[config.mk]
export PLATFORM = sky130hd
export DESIGN_NAME = beat_player
export DESIGN_NICKNAME = d
export VERILOG_FILES = /design/src/rtl/beat_player_pkg.sv /design/src/rtl/beat_player_tick_div.sv /design/src/rtl/beat_player.sv
export SDC_FILE = /design/constraint.sdc
export NUM_CORES = 1
export LEC_CHECK = 0
export CAP_MARGIN = 20
export CORE_AREA = 3 3 79 81
export DETAILED_ROUTE_END_ITERATION = 8
export DIE_AREA = 0 0 82 84
export PLACE_DENSITY = 0.82
export SETUP_SLACK_MARGIN = 0.15
export SKIP_LAST_GASP = 1
export SYNTH_ARGS = -nofsm -noshare
export SYNTH_HDL_FRONTEND = slang
export SYNTH_SLANG_ARGS = --single-unit
[constraint.sdc]
create_clock -name clk -period 5.5 [get_ports clk]
set_input_delay 0.55 -clock clk [delete_from_list [all_inputs] [get_ports clk]]
set_output_delay 0.55 -clock clk [all_outputs]
set_load 0.05 [all_outputs]
[src/rtl/beat_player_pkg.sv]
// Shared player definitions: FSM state encoding, tempo_sel codes, tone constants
// and the period helper used by the beat clock.
package beat_player_pkg;

  typedef enum logic [1:0] {
    ST_IDLE  = 2'b00,
    ST_PLAY  = 2'b01,
    ST_PAUSE = 2'b10,
    ST_DONE  = 2'b11
  } state_e;

  localparam logic [1:0] TEMPO_NORM     = 2'b00;
  localparam logic [1:0] TEMPO_FAST     = 2'b01;
  localparam logic [1:0] TEMPO_SLOW     = 2'b10;
  localparam logic [1:0] TEMPO_NORM_ALT = 2'b11;

  // Tone frequencies (Hz) consumed by the tone lookup stage downstream.
  localparam logic [31:0] TONE_SILENCE = 32'd0;
  localparam logic [31:0] TONE_C4      = 32'd262;
  localparam logic [31:0] TONE_D4      = 32'd294;
  localparam logic [31:0] TONE_E4      = 32'd330;
  localparam logic [31:0] TONE_F4      = 32'd349;
  localparam logic [31:0] TONE_G4      = 32'd392;
  localparam logic [31:0] TONE_A4      = 32'd440;
  localparam logic [31:0] TONE_B4      = 32'd494;
  localparam logic [31:0] TONE_C5      = 32'd523;

  localparam logic [31:0] MIN_PERIOD = 32'd2;

  function automatic logic [31:0] clamp_period(input logic [31:0] p);
    logic [31:0] r;
    if (p < MIN_PERIOD) begin
      r = MIN_PERIOD;
    end else begin
      r = p;
    end
    return r;
  endfunction

endpackage

[src/rtl/beat_player_tick_div.sv]
// Step prescaler: counts 0..period-1 while enabled, flags the terminal count,
// holds while disabled and restarts from 0 on clear.
module tick_div
  import beat_player_pkg::*;
(
  input  logic        clk_i,
  input  logic        rst_i,
  input  logic [31:0] period_i,
  input  logic        enable_i,
  input  logic        clear_i,
  output logic        tick_o
);

  logic [31:0] cnt_q;
  logic [31:0] cnt_d;

  // >= rather than == so a shortened period steps on the very next cycle
  assign tick_o = enable_i && (cnt_q >= (period_i - 32'd1));

  always_comb begin
    cnt_d = cnt_q;
    if (clear_i) begin
      cnt_d = 32'd0;
    end else if (tick_o) begin
      cnt_d = 32'd0;
    end else if (enable_i) begin
      cnt_d = cnt_q + 32'd1;
    end else begin
      cnt_d = cnt_q;
    end
  end

  always_ff @(posedge clk_i or posedge rst_i) begin
    if (rst_i) begin
      cnt_q <= 32'd0;
    end else begin
      cnt_q <= cnt_d;
    end
  end

endmodule

[src/rtl/beat_player.sv]
// Song sequencer: play/pause/stop FSM stepping the beat index at the selected
// tempo, with loop or one-shot end-of-song handling.
module beat_player
  import beat_player_pkg::*;
#(
  parameter int unsigned CLK_HZ    = 100_000_000,
  parameter int unsigned BEAT_HZ   = 8,
  parameter int unsigned LAST_BEAT = 255
) (
  input  logic       clk,
  input  logic       rst,
  input  logic       play,
  input  logic       pause,
  input  logic       stop,
  input  logic       loop_en,
  input  logic [1:0] tempo_sel,
  output logic [7:0] ibeatNum,
  output logic       beat_tick,
  output logic       mute,
  output logic       song_done
);

  localparam logic [31:0] PERIOD_BASE = 32'(CLK_HZ / BEAT_HZ);
  localparam logic [31:0] PERIOD_NORM = clamp_period(PERIOD_BASE);
  localparam logic [31:0] PERIOD_FAST = clamp_period(PERIOD_BASE >> 1);
  localparam logic [31:0] PERIOD_SLOW = clamp_period(PERIOD_BASE << 1);
  localparam logic [7:0]  LAST_IDX    = 8'(LAST_BEAT);

  state_e      state_q, state_d;
  logic [7:0]  beat_q, beat_d;
  logic        tick_q, tick_d;
  logic        done_q, done_d;
  logic        mute_q, mute_d;
  logic [31:0] period_s;
  logic        div_en_s;
  logic        div_clr_s;
  logic        div_tick_s;

  always_comb begin
    period_s = PERIOD_NORM;
    case (tempo_sel)
      TEMPO_NORM:     period_s = PERIOD_NORM;
      TEMPO_FAST:     period_s = PERIOD_FAST;
      TEMPO_SLOW:     period_s = PERIOD_SLOW;
      TEMPO_NORM_ALT: period_s = PERIOD_NORM;
      default:        period_s = PERIOD_NORM;
    endcase
  end

  // Kept independent of the divider tick so the FSM has no combinational loop;
  // pause/stop freeze the prescaler in the very cycle they arrive.
  assign div_en_s  = (state_q == ST_PLAY) && !stop && !pause;
  assign div_clr_s = stop ||
                     (play && !pause && ((state_q == ST_IDLE) || (state_q == ST_DONE)));

  tick_div u_tick_div (
    .clk_i    (clk),
    .rst_i    (rst),
    .period_i (period_s),
    .enable_i (div_en_s),
    .clear_i  (div_clr_s),
    .tick_o   (div_tick_s)
  );

  always_comb begin
    state_d = state_q;
    beat_d  = beat_q;
    tick_d  = 1'b0;
    done_d  = 1'b0;
    case (state_q)
      ST_IDLE, ST_DONE: begin
        if (stop) begin
          state_d = ST_IDLE;
          beat_d  = 8'd0;
        end else if (pause) begin
          state_d = state_q;
        end else if (play) begin
          state_d = ST_PLAY;
          beat_d  = 8'd0;
        end else begin
          state_d = state_q;
        end
      end
      ST_PLAY: begin
        if (stop) begin
          state_d = ST_IDLE;
          beat_d  = 8'd0;
        end else if (pause) begin
          state_d = ST_PAUSE;
        end else if (div_tick_s) begin
          tick_d = 1'b1;
          if (beat_q == LAST_IDX) begin
            beat_d = 8'd0;
            if (loop_en) begin
              state_d = ST_PLAY;
            end else begin
              state_d = ST_DONE;
              done_d  = 1'b1;
            end
          end else begin
            beat_d = beat_q + 8'd1;
          end
        end else begin
          state_d = ST_PLAY;
        end
      end
      ST_PAUSE: begin
        if (stop) begin
          state_d = ST_IDLE;
          beat_d  = 8'd0;
        end else if (pause) begin
          state_d = ST_PAUSE;
        end else if (play) begin
          state_d = ST_PLAY;
        end else begin
          state_d = ST_PAUSE;
        end
      end
      default: begin
        state_d = ST_IDLE;
        beat_d  = 8'd0;
      end
    endcase
  end

  assign mute_d = (state_d != ST_PLAY);

  always_ff @(posedge clk or posedge rst) begin
    if (rst) begin
      state_q <= ST_IDLE;
      beat_q  <= 8'd0;
      tick_q  <= 1'b0;
      done_q  <= 1'b0;
      mute_q  <= 1'b1;
    end else begin
      state_q <= state_d;
      beat_q  <= beat_d;
      tick_q  <= tick_d;
      done_q  <= done_d;
      mute_q  <= mute_d;
    end
  end

  assign ibeatNum  = beat_q;
  assign beat_tick = tick_q;
  assign song_done = done_q;
  assign mute      = mute_q;

endmodule

* Word-level counts from Yosys, hierarchy flattened
Cells that the tools add are included.
** Storage, ports and cells
- Register bits after elaboration :: 45
- Output and inout bits :: 11
- Logic and storage cells :: 73
- Memories kept :: 0
- Input bits :: 8
- Latch bits :: 0
- Bits in writable memories :: 0
- Memory bits (read-only) :: 0
** Operators by class
- Reductions and logical operators :: 15
- Bitwise gates (word level) :: 0
- Multipliers :: 0
- Div/mod/pow operators :: 0
- Equal/unequal tests :: 13
- Shift-type cells :: 0
- Multiplexer cells :: 35
- Order comparisons :: 1
- Add/subtract/negate cells :: 3
** Operators by type and width (count)
- $mux W32 :: 3
- $pmux W32 S3 :: 1
- $mux W8 :: 8
- $add A32 B1 Y32 const B :: 1
- $ge A32 B32 Y1 :: 1
- $sub A32 B1 Y32 const B :: 1
- $pmux W8 S3 :: 1
- $mux W2 :: 11
- $ne A3 B3 Y1 const B :: 4
- $mux W1 :: 10
- $add A8 B1 Y8 const B :: 1
- $eq A2 B2 Y1 const B :: 4
- $eq A8 B8 Y1 const B :: 1
- $pmux W2 S3 :: 1
- $logic_and A1 B1 Y1 :: 5
- $reduce_and A5 Y1 :: 1
- $eq A2 B1 Y1 const B :: 2
- $logic_not A2 Y1 :: 2
- $reduce_or A2 Y1 :: 2
- $reduce_bool A3 Y1 :: 1
- $logic_not A1 Y1 :: 2
- $logic_or A1 B1 Y1 :: 2
- $ne A2 B1 Y1 const B :: 1
- $ne A2 B2 Y1 const B :: 1

* Longest topological paths before layout
- Word-level depth :: 11
- Mapped depth :: 12
- Mapped depth without buffers :: 10

* By module
A second synthesis with hierarchy kept.
** Second synthesis, totals
- Cells, all modules :: 529
- Area, all modules :: 4299.1 um^2
** Modules (own cells, without submodules)
- tick_div :: seq. area each 800.8 um^2, cells each 425, times used 1, area each 3383.2 um^2
- beat_player :: seq. area each 326.6 um^2, cells each 104, times used 1, area each 915.9 um^2

* Worst setup path before layout
No wires, ideal clock.
- Path type :: input to register
- From :: input port tempo_sel[0]
- To :: register beat_q[7], in the netlist ibeatNum[7]
- Library setup time :: 0.148 ns
- Stages on the path :: 11
- Setup slack :: 2.871 ns
- Required time :: 5.352 ns
- Buffers on the path :: 1
- Arrival :: 2.481 ns
- Cells stage by stage :: inv_1 ha_1 inv_1 ha_1 nand3_1 nor4_1 a221oi_1 o211a_4 buf_6 o311ai_4 o41ai_2
** Between the ends
- Longest elaborated chain between the ends :: 8
- Elaborated cells between the ends (all ways) :: 11
- Those cells by class :: add/sub (1); order compare (1); eq/ne (4); mux (1); reduce/logical (4)
** RTL lines
- from (decl) :: RTL line beat_player.sv:16 : input logic [1:0] tempo_sel,
- $eq A2 B2 Y1 or $logic_not A2 Y1 (tied branches) :: RTL line beat_player.sv:41 : case (tempo_sel)
- $reduce_or A2 Y1 (no line)
- $pmux W32 S3 * :: RTL line beat_player.sv:41
- $sub A32 B1 Y32 * :: RTL line beat_player_tick_div.sv:18 : assign tick_o = enable_i && (cnt_q >= (period_i - 32'd1));
- $ge A32 B32 Y1 * :: RTL line beat_player_tick_div.sv:18
- $logic_and A1 B1 Y1 * :: RTL line beat_player_tick_div.sv:18
- $ne A3 B3 Y1 (no line) *
- $reduce_and A5 Y1 (no line) *
- to (signal assigned) :: RTL line beat_player.sv:137 : beat_q <= beat_d;
- to (decl) :: RTL line beat_player.sv:30 : logic [7:0] beat_q, beat_d;
Mark *: on every way between the ends. The rest lies on a longest branch, timed or not. The select of a mux whose other input is x is not followed.
A chain may end at the register's enable or synchronous reset.

* Worst setup path after layout
- From :: input port tempo_sel[0]
- To :: register u_tick_div.cnt_q[24]
** Between the ends
- Longest elaborated chain between the ends :: 8
- Elaborated cells between the ends (all ways) :: 12
- Those cells by class :: add/sub (1); order compare (1); eq/ne (3); mux (3); reduce/logical (4)
** RTL lines
- $eq A2 B2 Y1 or $logic_not A2 Y1 (tied branches) :: RTL line beat_player.sv:41
- $reduce_or A2 Y1 (no line)
- $pmux W32 S3 * :: RTL line beat_player.sv:41
- $sub A32 B1 Y32 * :: RTL line beat_player_tick_div.sv:18
- $ge A32 B32 Y1 * :: RTL line beat_player_tick_div.sv:18
- $logic_and A1 B1 Y1 * :: RTL line beat_player_tick_div.sv:18
- $mux W32 :: RTL line beat_player_tick_div.sv:24 : end else if (tick_o) begin
- $mux W32 :: RTL line beat_player_tick_div.sv:22 : if (clear_i) begin
- to (signal assigned) :: RTL line beat_player_tick_div.sv:37 : cnt_q <= cnt_d;
- to (decl) :: RTL line beat_player_tick_div.sv:14 : logic [31:0] cnt_q;
Marked as above.

==> flow_metrics.py <==
metrics = {
    "clock_network": {
        "htreeDepth": 2,
        "clk_latency_ns": 0.30,
        "clockBufferDepth": 2,
        "cts_setup_buffers": 0,
        "cts_tree": "yes",
        "path_clk_slew_ns": 0.09,
        "numCtsBuffers": 5,
        "clock_sinks": 45,
        "root_buffer": "clkbuf_8",
        "cts.repair.resized": 0,
        "hold_buffers": 0,
    },
    "die": {
        "fp-row-count": 27,
        "dieArea_um2": 6888,
        "die_w_um": 82,
        "start_util_pct": 55.31,
        "ioPinCount": 19,
        "coreArea_um2": 5540,
        "die_h_um": 84,
    },
    "place": {
        "dp_hpwl_mm": 4.841,
        "portBuffers": 18,
        "pre_cts_ws_ns": 1.766,
        "dp.cells": 405,
        "gp_congestion": 0.9501,
    },
    "cells_and_area": {
        "synthToLayoutAreaGrowth_pct": 11.07,
        "layout.cells.non_filler": 413,
        "drive_above_1_share_pct": 10.26,
        "antenna_cells": 0,
        "layout.nets": 369,
    },
    "drt": {
        "vias": 2652,
        "wire_per_inst_um": 16.57,
        "viasPerCell": 6.421,
        "first_iter_violations": 202,
        "wirelength_mm": 6.845,
        "first_pass_iters": 5,
        "drcViolationCount": 0,
        "antenna_left": 0,
    },
    "critical_path": {
        "crit_path_cell_trace": "clkdlybuf4s50_1 > inv_1 > ha_1 > inv_1 > ha_1 > a2111oi_2 > o21ai_1 > a221oi_1 > o211a_4 > nand3_1 > o31ai_1",
        "worst-setup-path-type": "in -> reg",
        "crit_slowest_cell": "o211a_4",
        "critPathCaptureType": "register",
        "rr_endpoint": "u_tick_div.cnt_q[24]$_DFFE_PP0P_",
        "ff2ff_setup_slack_ns": 2.59,
        "max_stage_delay_ns": 0.58,
        "critPathArrivalTime_ns": 3.62,
        "required_ns": 5.70,
        "cp-start-kind": "primary input",
        "worstReg2RegStart": "u_tick_div.cnt_q[5]$_DFFE_PP0P_",
        "path_max_fanout": 50,
        "reg2regPathDepth": 7,
    },
    "sta": {
        "report.final.slew_viol_count": 0,
        "worstMarginPinSlew_ns": 0.9377,
        "setup_viol": 0,
        "rsz0062_at_grt": "false",
        "hold_viol": 0,
        "clock_skew_ns": 0.01118,
        "tns_ns": 0,
        "finalCritPeriodShare_pct": 62.24,
        "relSlewSlack_pct": 37.39,
        "timing.final.crit_period_ns": 3.423,
        "fin_ws_ns": 2.077,
        "clock.fmax_mhz": 292.1,
    },
    "global_routing": {
        "overflow": 0,
        "track_usage_pct": 21.65,
        "grt_pass1_vias": 2556,
        "grt_pass1_wl_mm": 11.90,
        "antenna_found_initial": 0,
        "grt_max_degree": 51,
    },
    "pwr": {
        "power.density_nw_per_um2": 264.2,
        "p_leak_nw": 1.461,
        "ir_drop_uv": 122.7,
    },
    "synthesis": {
        "synth_edf_count": 0,
        "synth_warnings": 0,
        "synth_area_leaders": "dfrtp_1 (36%), ha_1 (8.6%), nand2_1 (4.5%)",
        "synth_area_leader_cell": "dfrtp_1",
        "ys.flop_type": "dfrtp_1",
        "yosys.cell_count.top_type": "dfrtp_1",
        "yosysSeqAreaShare_pct": 36.79,
        "synth_cell_types": 59,
        "ys_top_cells_by_count": "dfrtp_1 (44), nand2_1 (37), nand3_1 (23)",
        "postSynthAreaPerCell_um2": 9.371,
        "ys_seq_elements": 45,
        "async_reset_ff_share_pct": 100.0,
        "synth_top_area_share_pct": 35.93,
        "synthCells": 327,
        "syn_area_um2": 3064,
        "synthesis.nets": 356,
    },
    "outcome": {
        "outcome": "complete, no violations",
    },
    "min_path": {
        "hold_end": "u_tick_div.cnt_q[29]$_DFFE_PP0P_",
        "holdPathStages": 1,
        "worstHoldStart": "u_tick_div.cnt_q[29]$_DFFE_PP0P_",
        "hold_class": "reg -> reg",
    },
    "run": {
        "cap_viol_max_count": 0,
    },
}
[worst max-delay path: cells and delay by family]
kind / cells / cell delay, ns
AO/OA/AOI/OAI: 5 / 1.71
adder cells (fa/ha/maj): 2 / 0.48
buffers and inverters: 3 / 0.66
AND/OR/NAND/NOR: 1 / 0.21
[worst max-delay path by stage]
stage,startpoint,to,cells past startpoint
6_report,tempo_sel[0],u_tick_div.cnt_q[24]$_DFFE_PP0P_,11
5_1_grt,tempo_sel[0],u_tick_div.cnt_q[16]$_DFFE_PP0P_,11
4_1_cts,tempo_sel[0],u_tick_div.cnt_q[24]$_DFFE_PP0P_,11
3_5_place_dp,tempo_sel[0],u_tick_div.cnt_q[24]$_DFFE_PP0P_,11
3_3_place_gp,tempo_sel[0],u_tick_div.cnt_q[16]$_DFFE_PP0P_,11
2_1_floorplan,tempo_sel[0],ibeatNum[7]$_DFFE_PP0P_,11
[kinds of logic after synthesis]
| group | count (synthesis) | share of synthesized area (%) |
|---|---|---|
| AND/OR/NAND/NOR | 135 | 24.74 |
| AO/OA/AOI/OAI | 75 | 19.15 |
| flip-flops | 45 | 36.79 |
| buffers and inverters | 32 | 5.185 |
| adder cells (fa/ha/maj) | 21 | 8.575 |
| multiplexers | 11 | 3.593 |
| XOR/XNOR | 6 | 1.715 |
| other | 2 | 0.2451 |
[registers in the layout, indices dropped and copies added (netlist names)]
| name | flops |
|---|---|
| beat_tick | 1 |
| ibeatNum | 8 |
| mute | 1 |
| song_done | 1 |
| state_q | 2 |
| u_tick_div.cnt_q | 32 |
[stage by stage]
step / hold WS (ns) / total power [W] / util (%) / instance area (um2)
global route: 0.5166 / 0.0009568 / 61.43 / 3403
global placement: 0.4712 / 0.0006252 / 58.85 / 3261
finish: 0.4973 / 0.0008993 / 61.43 / 3403
CTS: 0.4986 / 0.0009038 / 61.43 / 3403
floorplan: 0.4539 / 0.0005742 / - / 3064
detailed placement: 0.4722 / 0.0006449 / 59.35 / 3288
[per-layer routing]
metal	track usage, %	vias up	routed length [um]
met2	33.95	102	3273
met1	29.81	1298	3058
met3	4.212	19	369
li1	-	1233	-
met5	0	-	0
met4	6.647	0	144
[where the power goes]
part	leakage, nW	switching (W)	internal, W
logic	0.784	0.000186	0.0000988
registers	0.623	0.0000102	0.000346
clock network	0.0543	0.000121	0.000136
[layout make-up]
class | count | area [um2]
fill | 456 | 2137
multi-input combinational | 250 | 1788
sequential | 45 | 1127
timing repair buffer | 20 | 215.2
tap | 72 | 90.09
clock buffer | 5 | 68.82
inverter | 18 | 67.56
clock inverter | 3 | 46.29
[cells in the final DEF, fill, tap and decap left out, types with 3 or more instances in the layout]
master | netlist | layout
inv_1 | 18 | 17
o31ai_1 | 7 | 7
o311ai_1 | 4 | 4
nand3_1 | 23 | 23
nand2b_1 | 3 | 3
dfrtp_1 | 44 | 44
nand2_1 | 37 | 37
a22o_1 | 3 | 3
nand4_1 | 8 | 8
nor3b_1 | 3 | 3
and3_1 | 10 | 10
or2_2 | 3 | 3
clkbuf_8 | 0 | 5
nor3_1 | 4 | 4
and4_1 | 4 | 4
nor4_1 | 4 | 4
nor2_1 | 16 | 15
o21ai_1 | 8 | 8
xnor2_1 | 3 | 3
ha_1 | 21 | 21
and2_1 | 9 | 9
o21ai_0 | 8 | 8
mux2i_1 | 11 | 11
clkdlybuf4s50_1 | 0 | 18
xor2_1 | 3 | 3
a21oi_1 | 8 | 8
a31oi_1 | 13 | 13
Power figures use the tool's default switching activity.
